--- config.mk ---
export PLATFORM = sky130hd
export DESIGN_NAME = dds_phase_accumulator_flat
export DESIGN_NICKNAME = d
export VERILOG_FILES = /design/src/rtl/dds_phase_accumulator_if.sv /design/src/rtl/dds_phase_accumulator.sv /design/src/flat_wrapper.sv
export SDC_FILE = /design/constraint.sdc
export NUM_CORES = 1
export LEC_CHECK = 0
export ABC_AREA = 1
export BUFFER_PORTS_ARGS = -buffer_cell sky130_fd_sc_hd__buf_2
export CAP_MARGIN = 0
export CORE_MARGIN = 1
export CORE_UTILIZATION = 60
export DETAILED_ROUTE_END_ITERATION = 8
export GPL_TIMING_DRIVEN = 0
export PLACE_DENSITY = 0.9
export SYNTH_ARGS = -nofsm -noshare
export SYNTH_HDL_FRONTEND = slang
export SYNTH_SLANG_ARGS = --single-unit
--- constraint.sdc ---
create_clock -name clk_in -period 6.8 [get_ports clk_in]
set_input_delay 0.34 -clock clk_in [delete_from_list [all_inputs] [get_ports clk_in]]
set_output_delay 0.34 -clock clk_in [all_outputs]
set_load 0.02 [all_outputs]
--- src/rtl/dds_phase_accumulator_if.sv ---
// Frequency-tuning-word load channel into the DDS phase accumulator.
// Master offers a word with ftw_valid; slave takes it when ftw_ready is high.
interface dds_phase_accumulator_if #(
    parameter int PHASE_W = 32
);
    logic [PHASE_W-1:0] ftw_in;
    logic               ftw_valid;
    logic               ftw_ready;

    modport master (output ftw_in, output ftw_valid, input  ftw_ready);
    modport slave  (input  ftw_in, input  ftw_valid, output ftw_ready);
endinterface

--- src/rtl/dds_phase_accumulator.sv ---
// DDS phase accumulator: advances by a double-buffered FTW on each synchronized
// rising edge of tick_in and emits an offset, truncated LUT phase address.
module dds_phase_accumulator #(
    parameter int PHASE_W     = 32,
    parameter int OUT_W       = 12,
    parameter int SYNC_STAGES = 2
) (
    input  logic                  clk_in,
    input  logic                  rst,
    input  logic                  tick_in,
    input  logic                  enable,
    dds_phase_accumulator_if.slave ftw_if,
    input  logic [PHASE_W-1:0]    phase_offset,
    output logic [OUT_W-1:0]      phase_out,
    output logic                  phase_valid,
    output logic                  wrap
);

    function automatic logic [OUT_W-1:0] f_phase_addr(
        input logic [PHASE_W-1:0] acc,
        input logic [PHASE_W-1:0] offset
    );
        logic [PHASE_W-1:0] s;
        s = acc + offset;
        return s[PHASE_W-1 -: OUT_W];
    endfunction

    logic [SYNC_STAGES-1:0] r_sync;
    logic                   r_sync_prev;
    logic                   r_step_p0;

    logic [PHASE_W-1:0]     r_acc;
    logic [PHASE_W-1:0]     r_active_ftw;
    logic [PHASE_W-1:0]     r_shadow;
    logic                   r_pending;

    logic [OUT_W-1:0]       r_phase_p1;
    logic                   r_vld_p1;
    logic                   r_wrap_p1;

    logic                   w_step_edge;
    logic                   w_advance;
    logic                   w_xfer;
    logic [PHASE_W-1:0]     w_ftw_eff;
    logic [PHASE_W:0]       w_sum;

    assign w_step_edge = r_sync[SYNC_STAGES-1] & ~r_sync_prev;
    assign w_advance   = r_step_p0 & enable;
    // Shadow only accepts while empty, so a held word is never overwritten.
    assign w_xfer      = ftw_if.ftw_valid & ~r_pending;
    assign w_ftw_eff   = r_pending ? r_shadow : r_active_ftw;
    assign w_sum       = {1'b0, r_acc} + {1'b0, w_ftw_eff};

    assign ftw_if.ftw_ready = ~r_pending;

    // Stage p0: synchronize tick_in and register its rising edge.
    // Edge flop resets low so a tick already high at reset release still counts.
    always_ff @(posedge clk_in or negedge rst) begin
        if (!rst) begin
            r_sync      <= '0;
            r_sync_prev <= 1'b0;
            r_step_p0   <= 1'b0;
        end else begin
            r_sync      <= {r_sync[SYNC_STAGES-2:0], tick_in};
            r_sync_prev <= r_sync[SYNC_STAGES-1];
            r_step_p0   <= w_step_edge;
        end
    end

    // Shadow/active FTW pair; a same-cycle step consumes the old word first.
    always_ff @(posedge clk_in or negedge rst) begin
        if (!rst) begin
            r_shadow     <= '0;
            r_pending    <= 1'b0;
            r_active_ftw <= '0;
        end else begin
            if (w_advance) begin
                r_active_ftw <= w_ftw_eff;
            end
            if (w_xfer) begin
                r_shadow  <= ftw_if.ftw_in;
                r_pending <= 1'b1;
            end else if (w_advance) begin
                r_pending <= 1'b0;
            end
        end
    end

    // Stage p1: accumulate and produce the phase address with strobes.
    always_ff @(posedge clk_in or negedge rst) begin
        if (!rst) begin
            r_acc      <= '0;
            r_phase_p1 <= '0;
            r_vld_p1   <= 1'b0;
            r_wrap_p1  <= 1'b0;
        end else begin
            r_vld_p1  <= w_advance;
            r_wrap_p1 <= w_advance & w_sum[PHASE_W];
            if (w_advance) begin
                r_acc      <= w_sum[PHASE_W-1:0];
                r_phase_p1 <= f_phase_addr(w_sum[PHASE_W-1:0], phase_offset);
            end
        end
    end

    assign phase_out   = r_phase_p1;
    assign phase_valid = r_vld_p1;
    assign wrap        = r_wrap_p1;

endmodule

--- src/flat_wrapper.sv ---
// flat-port wrapper written by rule: the top's interface ports become plain ports
module dds_phase_accumulator_flat 
#(
    parameter int PHASE_W     = 32,
    parameter int OUT_W       = 12,
    parameter int SYNC_STAGES = 2
)
  (clk_in, rst, tick_in, enable, phase_offset, phase_out, phase_valid, wrap, ftw_if_ftw_in, ftw_if_ftw_valid, ftw_if_ftw_ready);
  dds_phase_accumulator_if #(.PHASE_W(PHASE_W)) ftw_if_i ();
  input  logic clk_in;
  input  logic rst;
  input  logic tick_in;
  input  logic enable;
  input  logic [PHASE_W-1:0] phase_offset;
  output logic [OUT_W-1:0] phase_out;
  output logic phase_valid;
  output logic wrap;
  input wire logic [$bits(ftw_if_i.ftw_in)-1:0] ftw_if_ftw_in;
  input wire logic [$bits(ftw_if_i.ftw_valid)-1:0] ftw_if_ftw_valid;
  output wire logic [$bits(ftw_if_i.ftw_ready)-1:0] ftw_if_ftw_ready;
  assign ftw_if_i.ftw_in = ftw_if_ftw_in;
  assign ftw_if_i.ftw_valid = ftw_if_ftw_valid;
  assign ftw_if_ftw_ready = ftw_if_i.ftw_ready;
  dds_phase_accumulator #(.PHASE_W(PHASE_W), .OUT_W(OUT_W), .SYNC_STAGES(SYNC_STAGES)) u_core (.clk_in(clk_in), .rst(rst), .tick_in(tick_in), .enable(enable), .ftw_if(ftw_if_i), .phase_offset(phase_offset), .phase_out(phase_out), .phase_valid(phase_valid), .wrap(wrap));
endmodule
==> impl_metrics.csv, run 1 <==
group,metric,value,unit
run_status,outcome,"finished clean",
layout,final.fill_count,1049,
floorplanning,fp.dieH,119,µm
sta,finalMaxSlewViolations,0,
sta,rsz0062_at_grt,"no",
sta,fin_crit,4750,ps
floorplanning,ios,84,
floorplanning,die_w,119,µm
flow_run,drv_cap,0,
logic_synthesis,synth_area,8180,µm²
clock_network,clk_latency,420,ps
grt,grt_max_degree,67,
place,place.gp.congestion,1.01,
sta,setup-tns-final,0,ps
clock_network,cts_tree,"done",
place,dp_hpwl,16800,µm
setup_path,cpPeakStageDelay,410,ps
layout,final_core_util,71.2,%
floorplanning,std_cell_rows,42,
logic_synthesis,synth.net_count,1245,
setup_path,worst_setup_path_end_kind,"register",
floorplanning,design.core.area,13200,µm²
detailed_routing,remaining_drc_errors,0,
setup_path,arrival,5050,ps
sta,worstMarginPinSlew,850,ps
clock_network,h-tree-depth,4,
setup_path,worstPathRequired,7110,ps
sta,fin_ws,2050,ps
logic_synthesis,async_flop_share,100,%
clock_network,root_buffer,"clkbuf_16",
grt,grt_pass1_vias,7927,
logic_synthesis,synth-edff-count,0,
setup_path,rr_endpoint,"u_core.phase_out[5]",
logic_synthesis,synth-seq-area-share,35.2,%
sta,fmax,211,MHz
detailed_routing,first_pass_iters,6,
logic_synthesis,synthCells,1113,
sta,slew_headroom,43.4,%
setup_path,path_cells,"buf_2 > clkbuf_1 > o21ai_0 > ha_1 > fa_1 > nand2_1 > nand2_1 > o21ai_2 > o21ai_2 > nand2_1 > nand2_1 > nand4_1 > nand4_1 > and2_1 > ha_1 > a21oi_1 > o21ai_0 > a21oi_1 > a21boi_0 > nand3b_1 > nand3_1 > nand2_1",
sta,hold_viol_final,0,
detailed_routing,post_drt_wl_per_cell,16.0,µm
logic_synthesis,synth_warnings,0,
detailed_routing,routed-via-count,8122,
setup_path,worstPathMaxFanout,10,
layout,layout-drive-gt1-share,14.8,%
grt,grt_pass1_wl,36900,µm
worst_hold_path,min_from,"tick_in",
place,pre_cts_slack,2300,ps
sta,post-route-period-util,69.8,%
logic_synthesis,synth-seq-cells,115,
grt,grt_overflow,0,
detailed_routing,finalWirelength,22500,µm
clock_network,cts-resized-gates,0,
worst_hold_path,hold_path_class,"input pin to register",
floorplanning,die_area,14100,µm²
grt,antenna_found_initial,0,
detailed_routing,viasPerCell,5.78,
clock_network,numCtsBuffers,17,
layout,antenna_cells,0,
detailed_routing,postRouteAntennaNets,0,
setup_path,cp_slowest_cell,"clkbuf_1",
setup_path,crit_end,"u_core.phase_out[5]",
sta,setup-violations-final,0,
setup_path,cp-startpoint,"u_core.r_pending",
place,port_buffers,83,
logic_synthesis,ys_dominant_reg_cell,"dfrtp_1",
floorplanning,start_util,61.7,%
logic_synthesis,avgSynthCellArea,7.35,µm²
setup_path,ff2ff_setup_slack,2050,ps
clock_network,cts.clk_slew.worst_paths,50,ps
worst_hold_path,worstHoldPathCells,1,
setup_path,crit_type,"register to register",
setup_path,r2r_cells,22,
setup_path,r2r-start,"u_core.r_pending",
clock_network,clock-sinks,115,
clock_network,cts_buffer_depth,2,
layout,final_nets,1349,
sta,clock_skew,8.67,ps
logic_synthesis,yosys.cell_types.count,39,
setup_path,crit_top_cell,"nand2_1",
setup_path,cp-start-kind,"register",
detailed_routing,drt_iter0_markers,780,
layout,multiInputGateArea,4760,µm²
layout,syn_to_final_growth,15.3,%
layout,seq_area,2880,µm²
grt,track_usage,33.4,%
[critical path: cells and delay by family (launching register included)]
family / cells / cell delay (ps)
flip-flops: 1 / 330
AND/OR/NAND/NOR: 10 / 1070
buffers and inverters: 2 / 640
adder cells (fa/ha/maj): 3 / 1110
AO/OA/AOI/OAI: 7 / 1460
[worst min path at each step]
stage / endpoint / slack (ps)
final: u_core.r_sync[0] / 20
after CTS: u_core.r_sync[0] / 20
after detailed placement: u_core.r_sync[1] / 340
after floorplan: u_core.phase_out[0] / 40
after global routing: u_core.r_sync[0] / 20
after global placement: u_core.r_sync[1] / 330
[layer usage]
metal  part of all wire [%]  track usage, %  up-vias
met5                      0               0        -
met1                     41            42.8     3768
li1                       -               -     3873
met2                     47            55.8      414
met3                    8.5            5.41       67
met4                    3.1            13.9        0
[Yosys cell counts, drive strengths merged, types with 14 or more instances]
master | count | area (µm²)
dfrtp | 115 | 2880
inv | 115 | 432
xor2 | 19 | 174
clkbuf | 20 | 75.1
o21bai | 14 | 105
ha | 62 | 776
a21oi | 65 | 340
mux2 | 32 | 360
nor3 | 15 | 75.1
nand2 | 364 | 1390
nor2 | 76 | 310
nand3 | 48 | 245
o21ai | 98 | 502
[flip-flops by register name (all words and copies together) (netlist names)]
register and cells:
u_core.phase_out 12, u_core.phase_valid 1, u_core.r_acc 32, u_core.r_active_ftw 32, u_core.r_pending 1, u_core.r_shadow 32
u_core.r_step_p0 1, u_core.r_sync 2, u_core.r_sync_prev 1, u_core.wrap 1
[cells by family after synthesis]
group / count (synthesis) / synth area share (%)
and+or+nand+nor: 530 / 27.0
AOI/OAI and AO/OA: 209 / 14.5
buffers and inverters: 141 / 6.57
DFF: 115 / 35.2
adders and majority gates: 63 / 9.73
muxes: 32 / 4.41
xor gates and xnor gates: 23 / 2.56
[cell usage in the layout, fill, tap and decap left out, types with 4 or more instances in the layout]
master,Yosys,layout
a31oi_1,9,9
clkinv_2,0,5
clkbuf_1,20,20
inv_1,113,113
a21boi_0,4,4
dfrtp_1,115,115
buf_2,6,88
ha_1,62,62
xor2_1,18,18
nand3_1,47,47
nor2_1,72,72
nor3_1,15,15
nand4_1,8,8
o21bai_1,14,14
a21o_1,9,9
and2_1,7,7
nand2_2,9,9
a21oi_2,4,4
o21ai_0,92,92
nand3b_1,8,8
o211ai_1,4,4
xnor2_1,4,4
a21oi_1,61,61
mux2_2,32,32
clkbuf_16,0,17
nand2_1,355,355
[area by class of cell]
class	instances	area share, %
clock inverter	12	1.12
buffer	26	1.12
inverter	115	4.58
timing repair buffer	85	4.83
clock buffer	20	4.95
sequential	115	30.5
multi-input combinational	857	50.5
tap	176	2.34
[through the flow]
step	instances	cell area, µm²	hold WS (ps)
2_1_floorplan	1113	8180	44.4
3_3_place_gp	1372	8810	332
3_5_place_dp	1373	8840	336
4_1_cts	1406	9420	15.4
5_1_grt	1406	9420	20.1
6_report	1406	9420	23.5
[what timing repair did]
| item | CTS | global route |
|---|---|---|
| setup buffers | 0 | 0 |
| hold buffers | 1 | 0 |
| hold endpoints to repair | 49 | 0 |
Power of run 1 is left out: the tool's default activity adds up to more than one toggle a clock period on the data nets, which glitch-free logic cannot reach.
==> run 2: changes to the inputs <==
Settings changed: CORE_UTILIZATION 60 to 55, PLACE_DENSITY 0.9 to 0.87.
Clock period 6.8 ns to 4 ns, I/O delays scaled along.
==> run 2 against run 1 <==
Routed wire length is 8.0% higher. Global-route usage is 2.7 points lower. Clock-buffer cell count is 2 higher. Setup slack worse by 2000 ps. Final cell count is 2.5% higher. Clock skew is 2.4 ps higher. Utilization is 0.53 points lower. Sequential cell count stayed put. Highest routed layer unchanged.
==> impl_metrics.csv, run 2 (synthesized netlist as in run 1, its figures left out) <==
group,metric,value,unit
sta,worstMarginPinSlew,856,ps
setup_path,r2r-start,"u_core.r_pending",
setup_path,cp_slowest_cell,"dfrtp_1",
clock_network,cts_buffer_depth,2,
detailed_routing,post_drt_wl_per_cell,16.9,µm
flow_run,drv_cap,0,
setup_path,worstPathRequired,4310,ps
setup_path,crit_type,"register to register",
setup_path,cp-startpoint,"u_core.r_pending",
detailed_routing,finalWirelength,24300,µm
sta,fin_crit,3930,ps
place,dp_hpwl,17300,µm
grt,antenna_found_initial,0,
setup_path,arrival,4240,ps
detailed_routing,routed-via-count,8165,
detailed_routing,drt_iter0_markers,679,
setup_path,ff2ff_setup_slack,70,ps
detailed_routing,wl_met2,11600,µm
grt,grt_pass1_wl,35300,µm
layout,final_nets,1377,
sta,finalMaxSlewViolations,0,
floorplanning,design.core.area,14500,µm²
sta,fmax,254,MHz
setup_path,worstPathMaxFanout,10,
place,place.gp.congestion,0.963,
setup_path,crit_end,"u_core.phase_out[11]",
setup_path,cpPeakStageDelay,400,ps
detailed_routing,wl_met3,1760,µm
setup_path,worst_setup_path_end_kind,"register",
floorplanning,die_w,124,µm
clock_network,clock-sinks,115,
grt,grt_overflow,0,
layout,layout_common_cells,"345 x nand2_1, 115 x dfrtp_1, 111 x inv_1, 88 x buf_2, 64 x o21ai_0",
layout,antenna_cells,0,
sta,hold_viol_final,0,
setup_path,r2r_cells,27,
detailed_routing,top_layer,"met4",
sta,setup-violations-final,0,
floorplanning,start_util,56.3,%
sta,clock_skew,11.0,ps
sta,slew_headroom,43.0,%
detailed_routing,postRouteAntennaNets,0,
layout,final.fill_count,1150,
layout,layout_commonest_cell,"nand2_1",
clock_network,cts_tree,"done",
clock_network,h-tree-depth,4,
layout,reg_top3,"u_core.r_acc x32, u_core.r_active_ftw x32, u_core.r_shadow x32",
detailed_routing,remaining_drc_errors,0,
clock_network,root_buffer,"clkbuf_16",
floorplanning,std_cell_rows,44,
sta,post-route-period-util,98.3,%
worst_hold_path,hold_path_class,"input pin to register",
layout,layout-drive-gt1-share,25.1,%
place,port_buffers,83,
setup_path,cp-start-kind,"register",
sta,fin_ws,69.6,ps
place,pre_cts_slack,-596,ps
setup_path,crit_top_cell,"nand2_1",
run_status,outcome,"finished clean",
grt,grt_pass1_vias,7503,
detailed_routing,drt-met1-wl,10200,µm
floorplanning,die_area,15400,µm²
floorplanning,fp.dieH,124,µm
grt,grt_max_degree,73,
clock_network,cts.clk_slew.worst_paths,60,ps
clock_network,clk_latency,420,ps
detailed_routing,first_pass_iters,5,
grt,track_usage,30.6,%
clock_network,numCtsBuffers,17,
layout,syn_to_final_growth,25.6,%
sta,setup-tns-final,0,ps
detailed_routing,viasPerCell,5.67,
setup_path,rr_endpoint,"u_core.phase_out[11]",
floorplanning,ios,84,
-- run 2: metal layers --
layer	GRT usage, %	up-vias
li1	-	3937
met1	39.8	3783
met2	50.0	372
met3	6.04	73
met4	12.3	0
met5	0	-
-- run 2: cell type report --
| cell class | instances | area [µm²] | area share [%] |
|---|---|---|---|
| repair buffers | 113 | 704 | 6.86 |
| multi-input cells | 857 | 5350 | 52.1 |
| well taps | 184 | 230 | 2.24 |
| inverters | 115 | 432 | 4.21 |
| clock buffers | 22 | 454 | 4.42 |
| plain buffers | 26 | 154 | 1.50 |
| flip-flops and latches | 115 | 2880 | 28.0 |
| clock inverters | 9 | 60.1 | 0.585 |
-- run 2: worst min path at each step --
stage	start	to	slack (ps)	depth (start not counted)
after floorplan	rst	u_core.phase_out[0]	-100	0
after global placement	tick_in	u_core.r_sync[0]	310	1
after detailed placement	rst	u_core.r_shadow[11]	160	1
after CTS	ftw_if_ftw_in[15]	u_core.r_shadow[15]	0.3	2
after global routing	ftw_if_ftw_in[10]	u_core.r_shadow[10]	2	2
final	ftw_if_ftw_in[15]	u_core.r_shadow[15]	7	2
-- run 2: repair_timing --
action                                  CTS  global route
hold endpoints to repair                 46             0
pin swaps                                 9            32
gates resized for setup                  49           133
hold buffers                              4             0
setup buffers                             5            18
gates cloned                              0             2
endpoints found under the setup margin   12            12
-- run 2: worst max-delay path: cells and delay by family, from the launching register on --
kind                       cells  cell delay [ps]
and+or+nand+nor               17             1600
adders and majority gates      2              630
AOI/OAI and AO/OA              4              610
buffers and inverters          4              570
DFF                            1              400
-- run 2: metrics by stage --
| step | hold WS (ps) | instance area, µm² | instances | utilization (%) |
|---|---|---|---|---|
| floorplan | -95.6 | 8180 | 1113 | - |
| global placement | 311 | 8820 | 1380 | 60.7 |
| detailed placement | 158 | 8850 | 1381 | 60.9 |
| CTS | 0.310 | 9590 | 1421 | 66.0 |
| global route | 1.57 | 10300 | 1441 | 70.6 |
| finish | 6.90 | 10300 | 1441 | 70.6 |
Power of run 2 is left out for the same reason.
==> run 3: changes to the inputs <==
Settings changed: CORE_MARGIN 1 to default, CORE_UTILIZATION 55 to 60, PLACE_DENSITY 0.87 to 0.9, SLEW_MARGIN from default to 20.
Clock period 4 ns to 4.06 ns, I/O delays scaled along.
==> run 3 against run 2 <==
Clock skew down 4.0 ps. Non-clock buffer count down 8. Final cell count down 1.0%. Setup slack worse by 16 ps. First-iteration DRC count up 53%. Die area down 8.2%. Routed wire length up 1.9%. Worst hold slack about the same. Global-route usage up 3.6 points. Highest routed layer unchanged. Design area down 0.71%. Largest cell class unchanged.
==> impl_metrics.csv, run 3 (synthesized netlist as in run 1, its figures left out) <==
group,metric,value,unit
grt,antenna_found_initial,0,
sta,fmax,250,MHz
detailed_routing,postRouteAntennaNets,0,
clock_network,clock-sinks,115,
floorplanning,std_cell_rows,42,
grt,busiest_layer,"met2",
place,pre_cts_slack,-465,ps
setup_path,critPathTopFamily,"compound AO/OA/AOI/OAI gates",
setup_path,worst_setup_path_end_kind,"register",
place,port_buffers,83,
setup_path,worstPathMaxFanout,10,
clock_network,cts_buffer_depth,2,
clock_network,h-tree-depth,4,
layout,antenna_cells,0,
detailed_routing,routed-via-count,8550,
sta,finalMaxSlewViolations,0,
grt,grt_pass1_wl,37600,µm
clock_network,cts.clk_slew.worst_paths,60,ps
run_status,outcome,"finished clean",
setup_path,cp-start-kind,"register",
clock_network,root_buffer,"clkbuf_16",
grt,grtUsageMet2,56.7,%
layout,layoutNonFillerInstCount,1426,
sta,slew_headroom,43.5,%
detailed_routing,finalWirelength,24800,µm
layout,reg_top3,"u_core.r_acc x32, u_core.r_active_ftw x32, u_core.r_shadow x32",
floorplanning,start_util,61.7,%
place,dp_cells,1373,
layout,final_core_util,77.0,%
layout,syn_to_final_growth,24.7,%
place,place.gp.congestion,1.01,
clock_network,numCtsBuffers,17,
sta,hold_viol_final,0,
setup_path,cp_slowest_cell,"dfrtp_1",
layout,layout-drive-gt1-share,23.3,%
detailed_routing,remaining_drc_errors,0,
sta,clock_skew,7.09,ps
flow_run,drv_cap,0,
sta,worstMarginPinSlew,848,ps
detailed_routing,viasPerCell,6.00,
setup_path,arrival,4320,ps
setup_path,worstPathRequired,4370,ps
sta,post-route-period-util,98.7,%
sta,fin_ws,54.1,ps
detailed_routing,drt_iter0_markers,1037,
setup_path,crit_top_cell,"nand2_1",
floorplanning,fp.dieH,119,µm
sta,fin_crit,4010,ps
setup_path,path_cells,"buf_6 > buf_8 > o21ai_4 > ha_4 > fa_2 > nand2_1 > nand2_1 > o21ai_4 > o21ai_4 > nand3_1 > nand2_2 > a21oi_1 > xnor2_1 > ha_2 > a21oi_2 > o21ai_1 > o21bai_1 > a21oi_1 > nand2_1 > inv_1 > nand2_1 > nand3_1 > nand2_1",
place,place_area,8840,µm²
layout,final_nets,1369,
grt,grt_max_degree,60,
floorplanning,die_area,14100,µm²
layout,layout_commonest_cell,"nand2_1",
setup_path,critPathBufInv,3,
setup_path,cpPeakStageDelay,390,ps
place,dp_hpwl,16800,µm
layout,final_cell_area,10200,µm²
floorplanning,die_w,119,µm
clock_network,cts_tree,"done",
grt,grt_overflow,0,
worst_hold_path,hold_path_class,"input pin to register",
grt,track_usage,34.3,%
grt,grt_pass1_vias,7995,
sta,setup-violations-final,0,
floorplanning,ios,84,
detailed_routing,post_drt_wl_per_cell,17.4,µm
setup_path,crit_type,"register to register",
grt,use_met3,6.42,%
clock_network,clk_latency,420,ps
layout,layout_common_cells,"347 x nand2_1, 115 x dfrtp_1, 112 x inv_1, 88 x buf_2, 67 x o21ai_0",
grt,met1_usage,42.7,%
detailed_routing,first_pass_iters,7,
floorplanning,design.core.area,13200,µm²
run 3: changes by cell type in the layout (fill, tap and decap cells not counted), sizes merged:
cell         before  now
clkbuf           41   38
clkinvlp          3    0
dlygate4sd3       4    2
inv             115  117
clkinv            6    4
bufinv            0    4
buf             116  113
run 3: metrics by stage:
step / hold WS [ps] / setup TNS [ps]
global placement: 312 / -3230
floorplan: -92.6 / 0
global route: 5.85 / -1040
CTS: 0.141 / -24.7
detailed placement: 189 / -4310
finish: 6.75 / 0
run 3: final timing paths:
path | start | depth (start not counted) | slack [ps] | endpoint
setup / recovery | u_core.r_pending | 23 | 50 | u_core.phase_out[11]
hold / removal | ftw_if_ftw_in[3] | 2 | 7 | u_core.r_shadow[3]
setup reg to reg | u_core.r_pending | 23 | 50 | u_core.phase_out[11]
hold reg to reg | u_core.r_sync[0] | 0 | 350 | u_core.r_sync[1]
max in group asynchronous | rst | 3 | 3070 | u_core.r_acc[21]
min in group asynchronous | rst | 2 | 320 | u_core.r_sync_prev
run 3: what timing repair did:
action                     in CTS  in global routing
hold buffers                    2                  0
resized for setup              31                116
hold endpoints to repair       57                  0
pin swaps                       3                 28
buffers inserted                1                 18
setup endpoints to repair      12                 12
run 3: layer usage:
metal / wire, µm / share of wire (%) / vias up
met2: 11400 / 46 / 552
li1: - / - / 3912
met1: 9670 / 39 / 3950
met4: 1380 / 5.6 / 0
met5: 0 / 0 / -
met3: 2400 / 9.7 / 136
run 3: area by class of cell:
class | count | area [µm²]
buffer | 26 | 145
clock buffer | 22 | 494
clock inverter | 10 | 169
fill | 914 | 3050
inverter | 115 | 432
multi-input combinational | 857 | 5240
sequential | 115 | 2880
tap | 176 | 220
timing repair buffer | 105 | 612
Power of run 3 is left out for the same reason.
